$ cat src/rtl/mem_stage_pkg.sv
// Shared definitions for the memory stage: access-size codes, FSM states,
// completion cause codes and the store lane-placement helpers.
package mem_stage_pkg;

   // funct3 access size / sign codes
   localparam logic [2:0] F3_B  = 3'b000;
   localparam logic [2:0] F3_H  = 3'b001;
   localparam logic [2:0] F3_W  = 3'b010;
   localparam logic [2:0] F3_BU = 3'b100;
   localparam logic [2:0] F3_HU = 3'b101;

   typedef enum logic {
      IDLE = 1'b0,
      REQ  = 1'b1
   } stateT;

   typedef enum logic [1:0] {
      CAUSE_NONE     = 2'b00,
      CAUSE_MISALIGN = 2'b01,
      CAUSE_BUSERR   = 2'b10,
      CAUSE_TIMEOUT  = 2'b11
   } causeT;

   // Halfwords need an even address, words (and unused size codes) a word-aligned one.
   function automatic logic isMisaligned(input logic [2:0] funct3, input logic [1:0] addrLow);
      logic bad;
      case (funct3[1:0])
         2'b00:   bad = 1'b0;
         2'b01:   bad = addrLow[0];
         default: bad = (addrLow != 2'b00);
      endcase
      isMisaligned = bad;
   endfunction

   // Byte strobes for a store of the given size at the given byte offset.
   function automatic logic [3:0] storeStrobe(input logic [2:0] funct3, input logic [1:0] addrLow);
      logic [3:0] strb;
      case (funct3[1:0])
         2'b00:   strb = 4'b0001 << addrLow;
         2'b01:   strb = 4'b0011 << addrLow;
         default: strb = 4'b1111;
      endcase
      storeStrobe = strb;
   endfunction

   // Store data replicated across all lanes so the strobes pick the right copy.
   function automatic logic [31:0] storeData(input logic [2:0] funct3, input logic [31:0] rs2);
      logic [31:0] data;
      case (funct3[1:0])
         2'b00:   data = {4{rs2[7:0]}};
         2'b01:   data = {2{rs2[15:0]}};
         default: data = rs2;
      endcase
      storeData = data;
   endfunction

endpackage

$ cat src/rtl/mem_stage_if.sv
// Data-memory bus between the memory stage (master) and the memory (slave).
interface mem_stage_if #(
   parameter int ADDR_W = 32
) ();
   logic              mem_req;
   logic              mem_we;
   logic [ADDR_W-1:0] mem_addr;
   logic [31:0]       mem_wdata;
   logic [3:0]        mem_wstrb;
   logic              mem_ready;
   logic              mem_err;
   logic [31:0]       mem_rdata;

   modport master (
      output mem_req, mem_we, mem_addr, mem_wdata, mem_wstrb,
      input  mem_ready, mem_err, mem_rdata
   );

   modport slave (
      input  mem_req, mem_we, mem_addr, mem_wdata, mem_wstrb,
      output mem_ready, mem_err, mem_rdata
   );
endinterface

$ cat src/rtl/mem_load_align.sv
// Combinational load extraction: picks the addressed byte/halfword out of the
// read word and sign- or zero-extends it; words pass through unchanged.
module mem_load_align
   import mem_stage_pkg::*;
(
   input  logic [31:0] rdata,
   input  logic [1:0]  addr,
   input  logic [2:0]  funct3,
   output logic [31:0] value
);

   logic [7:0]  lane [4];
   logic [7:0]  byteSel;
   logic [15:0] halfSel;

   for (genvar gi = 0; gi < 4; gi++) begin : g_lane
      assign lane[gi] = rdata[8*gi +: 8];
   end

   assign byteSel = lane[addr];
   assign halfSel = addr[1] ? rdata[31:16] : rdata[15:0];

   // Extend the selected field according to the access size and signedness.
   always_comb begin
      value = rdata;
      case (funct3)
         F3_B:    value = {{24{byteSel[7]}}, byteSel};
         F3_H:    value = {{16{halfSel[15]}}, halfSel};
         F3_BU:   value = {24'd0, byteSel};
         F3_HU:   value = {16'd0, halfSel};
         default: value = rdata;
      endcase
   end

endmodule

$ cat src/rtl/mem_stage.sv
// Pipeline memory stage: ALU ops pass through with one cycle of latency,
// aligned loads/stores hold the pipe while a single bus request is
// outstanding, and misaligned, errored or timed-out accesses complete with a
// cause code and no register write. TIMEOUT must be at least 1.
module mem_stage
   import mem_stage_pkg::*;
#(
   parameter int TIMEOUT = 255,
   parameter int ADDR_W  = 32
) (
   input  logic        clk,
   input  logic        rst,
   input  logic        in_valid,
   input  logic        in_MemRead,
   input  logic        in_MemWrite,
   input  logic        in_RegWrite,
   input  logic        in_MemToReg,
   input  logic [4:0]  in_RegDest,
   input  logic [31:0] in_result,
   input  logic [31:0] in_rs2_value,
   input  logic [2:0]  in_funct3,
   output logic        stall,
   mem_stage_if.master bus,
   output logic        out_valid,
   output logic        out_RegWrite,
   output logic        out_MemToReg,
   output logic [4:0]  out_RegDest,
   output logic [31:0] out_read_data,
   output logic [31:0] out_alu_result,
   output logic [1:0]  out_cause
);

   localparam int CNT_W = $clog2(TIMEOUT + 1);
   localparam logic [CNT_W-1:0] TIMEOUT_CNT = CNT_W'(TIMEOUT);
   localparam logic [CNT_W-1:0] LAST_REQ_CNT = CNT_W'(TIMEOUT - 1);

   stateT             stateReg;
   logic [CNT_W-1:0]  cntReg;

   // bus-side registers, held stable for the whole request
   logic              memReqReg;
   logic              memWeReg;
   logic [ADDR_W-1:0] memAddrReg;
   logic [31:0]       memWdataReg;
   logic [3:0]        memWstrbReg;

   // captured instruction context for the access in flight
   logic [2:0]        funct3Reg;
   logic [1:0]        addrLowReg;
   logic [4:0]        destReg;
   logic              regWriteReg;
   logic              memToRegReg;
   logic              isLoadReg;
   logic [31:0]       resultReg;

   // writeback-side registers
   logic              outValidReg;
   logic              outRegWriteReg;
   logic              outMemToRegReg;
   logic [4:0]        outRegDestReg;
   logic [31:0]       outReadDataReg;
   logic [31:0]       outAluResultReg;
   logic [1:0]        outCauseReg;

   logic              isMemOp;
   logic              isStore;
   logic              isLoad;
   logic              misaligned;
   logic              timedOut;
   logic              busDone;
   logic [ADDR_W-1:0] addrFull;
   logic [31:0]       loadValue;

   // Both MemRead and MemWrite set is a store.
   assign isStore    = in_MemWrite;
   assign isLoad     = in_MemRead && !in_MemWrite;
   assign isMemOp    = in_MemRead || in_MemWrite;
   assign misaligned = isMemOp && isMisaligned(in_funct3, in_result[1:0]);
   assign addrFull   = ADDR_W'(in_result);

   // The timeout cycle has mem_req already low, so a late ready there is ignored.
   assign timedOut = (stateReg == REQ) && (cntReg == TIMEOUT_CNT);
   assign busDone  = (stateReg == REQ) && !timedOut && bus.mem_ready;

   mem_load_align u_align (
      .rdata  (bus.mem_rdata),
      .addr   (addrLowReg),
      .funct3 (funct3Reg),
      .value  (loadValue)
   );

   // Hold upstream while an aligned access is being issued or is outstanding.
   always_comb begin
      stall = 1'b0;
      case (stateReg)
         IDLE:    stall = in_valid && isMemOp && !misaligned;
         REQ:     stall = !busDone && !timedOut;
         default: stall = 1'b0;
      endcase
   end

   // Request FSM, bus registers and writeback registers.
   always_ff @(posedge clk) begin
      if (rst) begin
         stateReg        <= IDLE;
         cntReg          <= '0;
         memReqReg       <= 1'b0;
         memWeReg        <= 1'b0;
         memAddrReg      <= '0;
         memWdataReg     <= '0;
         memWstrbReg     <= '0;
         funct3Reg       <= '0;
         addrLowReg      <= '0;
         destReg         <= '0;
         regWriteReg     <= 1'b0;
         memToRegReg     <= 1'b0;
         isLoadReg       <= 1'b0;
         resultReg       <= '0;
         outValidReg     <= 1'b0;
         outRegWriteReg  <= 1'b0;
         outMemToRegReg  <= 1'b0;
         outRegDestReg   <= '0;
         outReadDataReg  <= '0;
         outAluResultReg <= '0;
         outCauseReg     <= CAUSE_NONE;
      end else begin
         outValidReg <= 1'b0;
         case (stateReg)
            IDLE: begin
               if (in_valid) begin
                  if (!isMemOp || misaligned) begin
                     outValidReg     <= 1'b1;
                     outRegWriteReg  <= in_RegWrite && !misaligned;
                     outMemToRegReg  <= in_MemToReg;
                     outRegDestReg   <= in_RegDest;
                     outReadDataReg  <= '0;
                     outAluResultReg <= in_result;
                     outCauseReg     <= misaligned ? CAUSE_MISALIGN : CAUSE_NONE;
                  end else begin
                     stateReg    <= REQ;
                     cntReg      <= '0;
                     memReqReg   <= 1'b1;
                     memWeReg    <= isStore;
                     memAddrReg  <= {addrFull[ADDR_W-1:2], 2'b00};
                     memWdataReg <= isStore ? storeData(in_funct3, in_rs2_value) : 32'd0;
                     memWstrbReg <= isStore ? storeStrobe(in_funct3, in_result[1:0]) : 4'b0000;
                     funct3Reg   <= in_funct3;
                     addrLowReg  <= in_result[1:0];
                     destReg     <= in_RegDest;
                     regWriteReg <= in_RegWrite;
                     memToRegReg <= in_MemToReg;
                     isLoadReg   <= isLoad;
                     resultReg   <= in_result;
                  end
               end
            end
            REQ: begin
               if (timedOut || busDone) begin
                  stateReg        <= IDLE;
                  memReqReg       <= 1'b0;
                  outValidReg     <= 1'b1;
                  outMemToRegReg  <= memToRegReg;
                  outRegDestReg   <= destReg;
                  outAluResultReg <= resultReg;
                  if (timedOut) begin
                     outRegWriteReg <= 1'b0;
                     outReadDataReg <= '0;
                     outCauseReg    <= CAUSE_TIMEOUT;
                  end else if (bus.mem_err) begin
                     outRegWriteReg <= 1'b0;
                     outReadDataReg <= '0;
                     outCauseReg    <= CAUSE_BUSERR;
                  end else begin
                     outRegWriteReg <= regWriteReg;
                     outReadDataReg <= isLoadReg ? loadValue : 32'd0;
                     outCauseReg    <= CAUSE_NONE;
                  end
               end else begin
                  cntReg <= cntReg + 1'b1;
                  // mem_req drops as the counter steps onto TIMEOUT
                  if (cntReg == LAST_REQ_CNT) begin
                     memReqReg <= 1'b0;
                  end
               end
            end
            default: stateReg <= IDLE;
         endcase
      end
   end

   assign bus.mem_req   = memReqReg;
   assign bus.mem_we    = memWeReg;
   assign bus.mem_addr  = memAddrReg;
   assign bus.mem_wdata = memWdataReg;
   assign bus.mem_wstrb = memWstrbReg;

   assign out_valid      = outValidReg;
   assign out_RegWrite   = outRegWriteReg;
   assign out_MemToReg   = outMemToRegReg;
   assign out_RegDest    = outRegDestReg;
   assign out_read_data  = outReadDataReg;
   assign out_alu_result = outAluResultReg;
   assign out_cause      = outCauseReg;

endmodule

$ cat src/flat_wrapper.sv
// flat-port wrapper written by rule: the top's interface ports become plain ports
module mem_stage_flat import mem_stage_pkg::*;
#(
   parameter int TIMEOUT = 255,
   parameter int ADDR_W  = 32
)
  (clk, rst, in_valid, in_MemRead, in_MemWrite, in_RegWrite, in_MemToReg, in_RegDest, in_result, in_rs2_value, in_funct3, stall, out_valid, out_RegWrite, out_MemToReg, out_RegDest, out_read_data, out_alu_result, out_cause, bus_mem_req, bus_mem_we, bus_mem_addr, bus_mem_wdata, bus_mem_wstrb, bus_mem_ready, bus_mem_err, bus_mem_rdata);
  mem_stage_if #(.ADDR_W(ADDR_W)) bus_i ();
  input  logic clk;
  input  logic rst;
  input  logic in_valid;
  input  logic in_MemRead;
  input  logic in_MemWrite;
  input  logic in_RegWrite;
  input  logic in_MemToReg;
  input  logic [4:0] in_RegDest;
  input  logic [31:0] in_result;
  input  logic [31:0] in_rs2_value;
  input  logic [2:0] in_funct3;
  output logic stall;
  output logic out_valid;
  output logic out_RegWrite;
  output logic out_MemToReg;
  output logic [4:0] out_RegDest;
  output logic [31:0] out_read_data;
  output logic [31:0] out_alu_result;
  output logic [1:0] out_cause;
  output wire logic [$bits(bus_i.mem_req)-1:0] bus_mem_req;
  output wire logic [$bits(bus_i.mem_we)-1:0] bus_mem_we;
  output wire logic [$bits(bus_i.mem_addr)-1:0] bus_mem_addr;
  output wire logic [$bits(bus_i.mem_wdata)-1:0] bus_mem_wdata;
  output wire logic [$bits(bus_i.mem_wstrb)-1:0] bus_mem_wstrb;
  input wire logic [$bits(bus_i.mem_ready)-1:0] bus_mem_ready;
  input wire logic [$bits(bus_i.mem_err)-1:0] bus_mem_err;
  input wire logic [$bits(bus_i.mem_rdata)-1:0] bus_mem_rdata;
  assign bus_mem_req = bus_i.mem_req;
  assign bus_mem_we = bus_i.mem_we;
  assign bus_mem_addr = bus_i.mem_addr;
  assign bus_mem_wdata = bus_i.mem_wdata;
  assign bus_mem_wstrb = bus_i.mem_wstrb;
  assign bus_i.mem_ready = bus_mem_ready;
  assign bus_i.mem_err = bus_mem_err;
  assign bus_i.mem_rdata = bus_mem_rdata;
  mem_stage #(.TIMEOUT(TIMEOUT), .ADDR_W(ADDR_W)) u_core (.clk(clk), .rst(rst), .in_valid(in_valid), .in_MemRead(in_MemRead), .in_MemWrite(in_MemWrite), .in_RegWrite(in_RegWrite), .in_MemToReg(in_MemToReg), .in_RegDest(in_RegDest), .in_result(in_result), .in_rs2_value(in_rs2_value), .in_funct3(in_funct3), .stall(stall), .bus(bus_i), .out_valid(out_valid), .out_RegWrite(out_RegWrite), .out_MemToReg(out_MemToReg), .out_RegDest(out_RegDest), .out_read_data(out_read_data), .out_alu_result(out_alu_result), .out_cause(out_cause));
endmodule
$ cat config.mk
export PLATFORM = sky130hd
export DESIGN_NAME = mem_stage_flat
export DESIGN_NICKNAME = d
export VERILOG_FILES = /design/src/rtl/mem_stage_pkg.sv /design/src/rtl/mem_stage_if.sv /design/src/rtl/mem_load_align.sv /design/src/rtl/mem_stage.sv /design/src/flat_wrapper.sv
export SDC_FILE = /design/constraint.sdc
export NUM_CORES = 1
export LEC_CHECK = 0
export CORE_ASPECT_RATIO = 0.7
export CORE_MARGIN = 2
export CORE_UTILIZATION = 35
export CTS_CLUSTER_DIAMETER = 60
export DETAILED_ROUTE_END_ITERATION = 7
export GPL_TIMING_DRIVEN = 0
export HOLD_SLACK_MARGIN = 0.05
export PLACE_DENSITY = 0.65
export RECOVER_POWER = 50
export SKIP_CTS_REPAIR_TIMING = 1
export SYNTH_ARGS = -nofsm -noshare
export SYNTH_HDL_FRONTEND = slang
export SYNTH_HIERARCHICAL = 1
export SYNTH_SLANG_ARGS = --single-unit
$ cat constraint.sdc
create_clock -name clk -period 6.2 [get_ports clk]
set_clock_uncertainty 0.15 [all_clocks]
set_input_delay 1.55 -clock clk [delete_from_list [all_inputs] [get_ports clk]]
set_output_delay 1.55 -clock clk [all_outputs]
set_load 0.05 [all_outputs]
==> metrics.md <==
| Metric | Value |
|---|---|
| Final count of pins violating max slew | `0` |
| Routability-driven placement congestion ratio | `0.924` |
| WL/cell | `18.3 microns` |
| Yosys warnings | `6` |
| CTS Root Cell | `clkbuf_16` |
| Die ar. | `22,500 sq um` |
| Synth Instances | `840` |
| Top_reg_cell synth | `dfxtp_1` |
| Starting density of the core | `0.359` |
| Share of cells above drive strength 1 | `0.0604` |
| Setup ws final | `0.215 ns` |
| Worst Tran Pin Value | `0.981 ns` |
| Vias per Instance | `5.26` |
| CORE AREA | `20,800 sq um` |
| HPWL after detailed placement | `19,100 microns` |
| P_leak | `4.32 nW` |
| Synth Register Bits | `164` |
| Cell Area, Placed | `10,400 sq um` |
| Tmin final | `5.98 ns` |
| Worst-path clk slew | `0.06 ns` |
| Yosys cell types | `57` |
| Hold Path Class | `flop to flop` |
| Crit path capture | `stall` |
| Final setup vio count | `0` |
| Sequential-to-total area share from yosys stat | `0.440` |
| Die width | `179 microns` |
| Port Buffers | `253` |
| Worst R2R End | `u_core/out_alu_result[28]$_SDFFE_PP0P_` |
| Mean post-synth cell area | `8.89 sq um` |
| Height of the die | `126 microns` |
| Largest net degree at the start of global routing | `18` |
| # IOs | `258` |
| Initial antenna violation count | `1` |
| Worst path arrival time | `4.28 ns` |
| Synth area leaders | `dfxtp_1 (44%), mux2i_1 (10%), nand2_1 (6.6%), a21oi_1 (5.3%), a22o_1 (4.6%)` |
| Worst reg2reg path depth | `8` |
| CP startpoint | `in_funct3[0]` |
| Status | `finished, final reports clean` |
| Vias in the first global route | `7,059` |
| Post-synth EDFFs | `0` |
| Clock Tree Buf Depth | `2` |
| Final Hold Viols | `0` |
| DRC marker count from the first detailed-route iteration | `569` |
| Crit-path max FO | `10` |
| Worst r2r src | `u_core/cntReg[0]$_SDFFE_PP0P_` |
| CTS Buf Count | `17` |
| # rows | `44` |
| Pre-CTS setup slack | `0.309 ns` |
| R2r setup slk | `3.58 ns` |
| Max_cap viols | `0` |
| Via count | `7,376` |
| Placed Cells | `1,370` |
| Slew HR | `0.344` |
| Req. time, crit path | `4.50 ns` |
| Routed Antenna Nets | `0` |
| Clock net sink count | `164` |
| Final std cells w/o fill | `1,402` |
| WS Path Type | `input port to primary output` |
| RSZ-0062 raised after global routing | `no` |
| Synthesized cell area | `7470 sq um` |
| CTS tree | `yes` |
| Register area | `3280 sq um` |
| Antenna Diode Count | `0` |
| Total GRT Usage | `0.228` |
| Multi-input logic area | `3760 sq um` |
| Setup TNS | `0 ns` |
| F_max | `167 MHz` |
| Crit end category | `primary output` |
| PwrDens | `260 nW/um^2` |
| Crit start category | `input port` |
| Max H-tree Level | `4` |
| Maximum VDD drop | `0.188 mV` |
| Cell area after layout | `11,000 sq um` |
| First-pass GRT wire length | `40,000 microns` |
| Leading area contributor after synthesis | `dfxtp_1` |
| Layout area overhead | `46.6%` |
| Fill cells | `1,995` |
| Yosys top cell area share | `0.440` |
| Global route overflow | `0` |
| Detailed Route WL | `25,600 microns` |
| Drt drc | `0` |
| Period utilization | `0.965` |
| Clk_lat worst skew | `0.42 ns` |
| Nets | `1,228` |
| Async SR Flop Fraction | `0` |
| Initial DRT Pass Iterations | `5` |
==> worst max-delay path, stage by stage <==
cell and delay [ns]:
dlygate4sd3_1 0.61, and2_4 0.19, buf_6 0.12, or4_1 0.51, buf_2 0.18, buf_6 0.16, nand2_1 0.13, clkdlybuf4s50_1 0.83
==> state kept, by name (all words and copies together) (netlist names), 2 cells and up <==
signal	flops
u_core/destReg	5
u_core/resultReg	31
u_core/cntReg	8
u_core/bus.mem_wstrb	4
u_core/out_RegDest	5
u_core/out_alu_result	32
u_core/funct3Reg	3
u_core/out_read_data	32
u_core/bus.mem_wdata	32
u_core/out_cause	2
==> cells in the mapped netlist (6+ instances only) <==
library cell and n:
dfxtp_1 164, nand2_1 131, a21oi_1 79, mux2i_1 76
clkbuf_1 44, nor3_1 41, a211oi_1 39, a22o_1 39
nand3_1 27, buf_2 23, o2bb2ai_1 20, nor2_1 18
o211ai_1 17, buf_1 11, nor2b_1 11, nand3b_1 10
o22a_1 9, a221o_1 8, o21ai_0 8, inv_1 6
==> cell usage in the layout (no fill, tap or decap), types with 3 or more instances in the layout <==
| cell type | netlist | layout |
|---|---|---|
| dfxtp_1 | 164 | 164 |
| dlygate4sd3_1 | 0 | 140 |
| nand2_1 | 131 | 131 |
| clkdlybuf4s50_1 | 0 | 113 |
| a21oi_1 | 79 | 79 |
| mux2i_1 | 76 | 76 |
| clkbuf_1 | 44 | 46 |
| nor3_1 | 41 | 42 |
| a211oi_1 | 39 | 39 |
| a22o_1 | 39 | 39 |
| nand3_1 | 27 | 27 |
| buf_2 | 23 | 21 |
| o2bb2ai_1 | 20 | 20 |
| nor2_1 | 18 | 18 |
| clkbuf_16 | 0 | 17 |
| o211ai_1 | 17 | 17 |
| nor2b_1 | 11 | 11 |
| buf_1 | 11 | 11 |
| nand3b_1 | 10 | 10 |
| o22a_1 | 9 | 9 |
| inv_6 | 0 | 8 |
| o21ai_0 | 8 | 8 |
| a221o_1 | 8 | 8 |
| inv_1 | 6 | 6 |
| buf_6 | 5 | 5 |
| and3_1 | 4 | 4 |
| nand4_1 | 3 | 3 |
| o21a_1 | 3 | 3 |
| buf_4 | 3 | 3 |
| a31oi_1 | 3 | 3 |
==> report_power, final <==
| part | internal [W] | switching [W] |
|---|---|---|
| Combinational | 0.000226 | 0.000380 |
| Clock | 0.000613 | 0.000495 |
| Sequential | 0.00110 | 0.0000278 |
| Total | 0.00194 | 0.000903 |
==> worst min path at each step <==
stage	endpoint	cells after the start	startpoint
final	u_core/destReg[3]$_SDFFE_PP0P_	2	u_core/destReg[3]$_SDFFE_PP0P_
after global placement	u_core/bus.mem_we$_SDFFE_PP0P_	1	u_core/bus.mem_we$_SDFFE_PP0P_
after global routing	u_core/out_read_data[19]$_SDFFE_PP0P_	2	u_core/out_read_data[19]$_SDFFE_PP0P_
after floorplan	u_core/isLoadReg$_SDFFE_PP0P_	2	u_core/isLoadReg$_SDFFE_PP0P_
after CTS	u_core/destReg[2]$_SDFFE_PP0P_	2	u_core/destReg[2]$_SDFFE_PP0P_
after detailed placement	u_core/bus.mem_wdata[21]$_SDFFE_PP0P_	1	u_core/bus.mem_wdata[21]$_SDFFE_PP0P_
==> through the flow <==
stage                     power [W]   util  hold slack, ns
after floorplan             0.00153      -           0.282
after global placement      0.00177  0.497           0.285
after detailed placement    0.00178  0.497           0.295
after CTS                   0.00288  0.527           0.305
after global routing        0.00296  0.526           0.327
final                       0.00284  0.526           0.307
==> kinds of logic after synthesis <==
family          Yosys count  share of synthesized area
compound gates          243                      0.233
simple gates            258                      0.158
mux                      78                      0.106
xor+xnor                  2                    0.00235
buf+inv                  92                     0.0566
fa+ha+maj                 2                    0.00335
other cells               1                   0.000502
flops                   164                      0.440
==> final cells by class <==
type	instances	area share
multi-input cells	585	0.344
flip-flops and latches	164	0.300
repair buffers	253	0.231
clock buffers	17	0.0388
plain buffers	86	0.0363
well taps	276	0.0315
clock inverters	15	0.0166
inverters	6	0.00206
==> per-layer routing <==
layer | wire length, microns | vias up | part of all wire | GRT usage
met5 | 11 | - | 0.00043 | 0
met4 | 173 | 2 | 0.0067 | 0.0478
met3 | 1890 | 12 | 0.074 | 0.0489
met2 | 10700 | 254 | 0.42 | 0.327
met1 | 12900 | 3494 | 0.50 | 0.347
li1 | - | 3614 | - | -
Note: power is estimated with default switching activity, not from simulation.
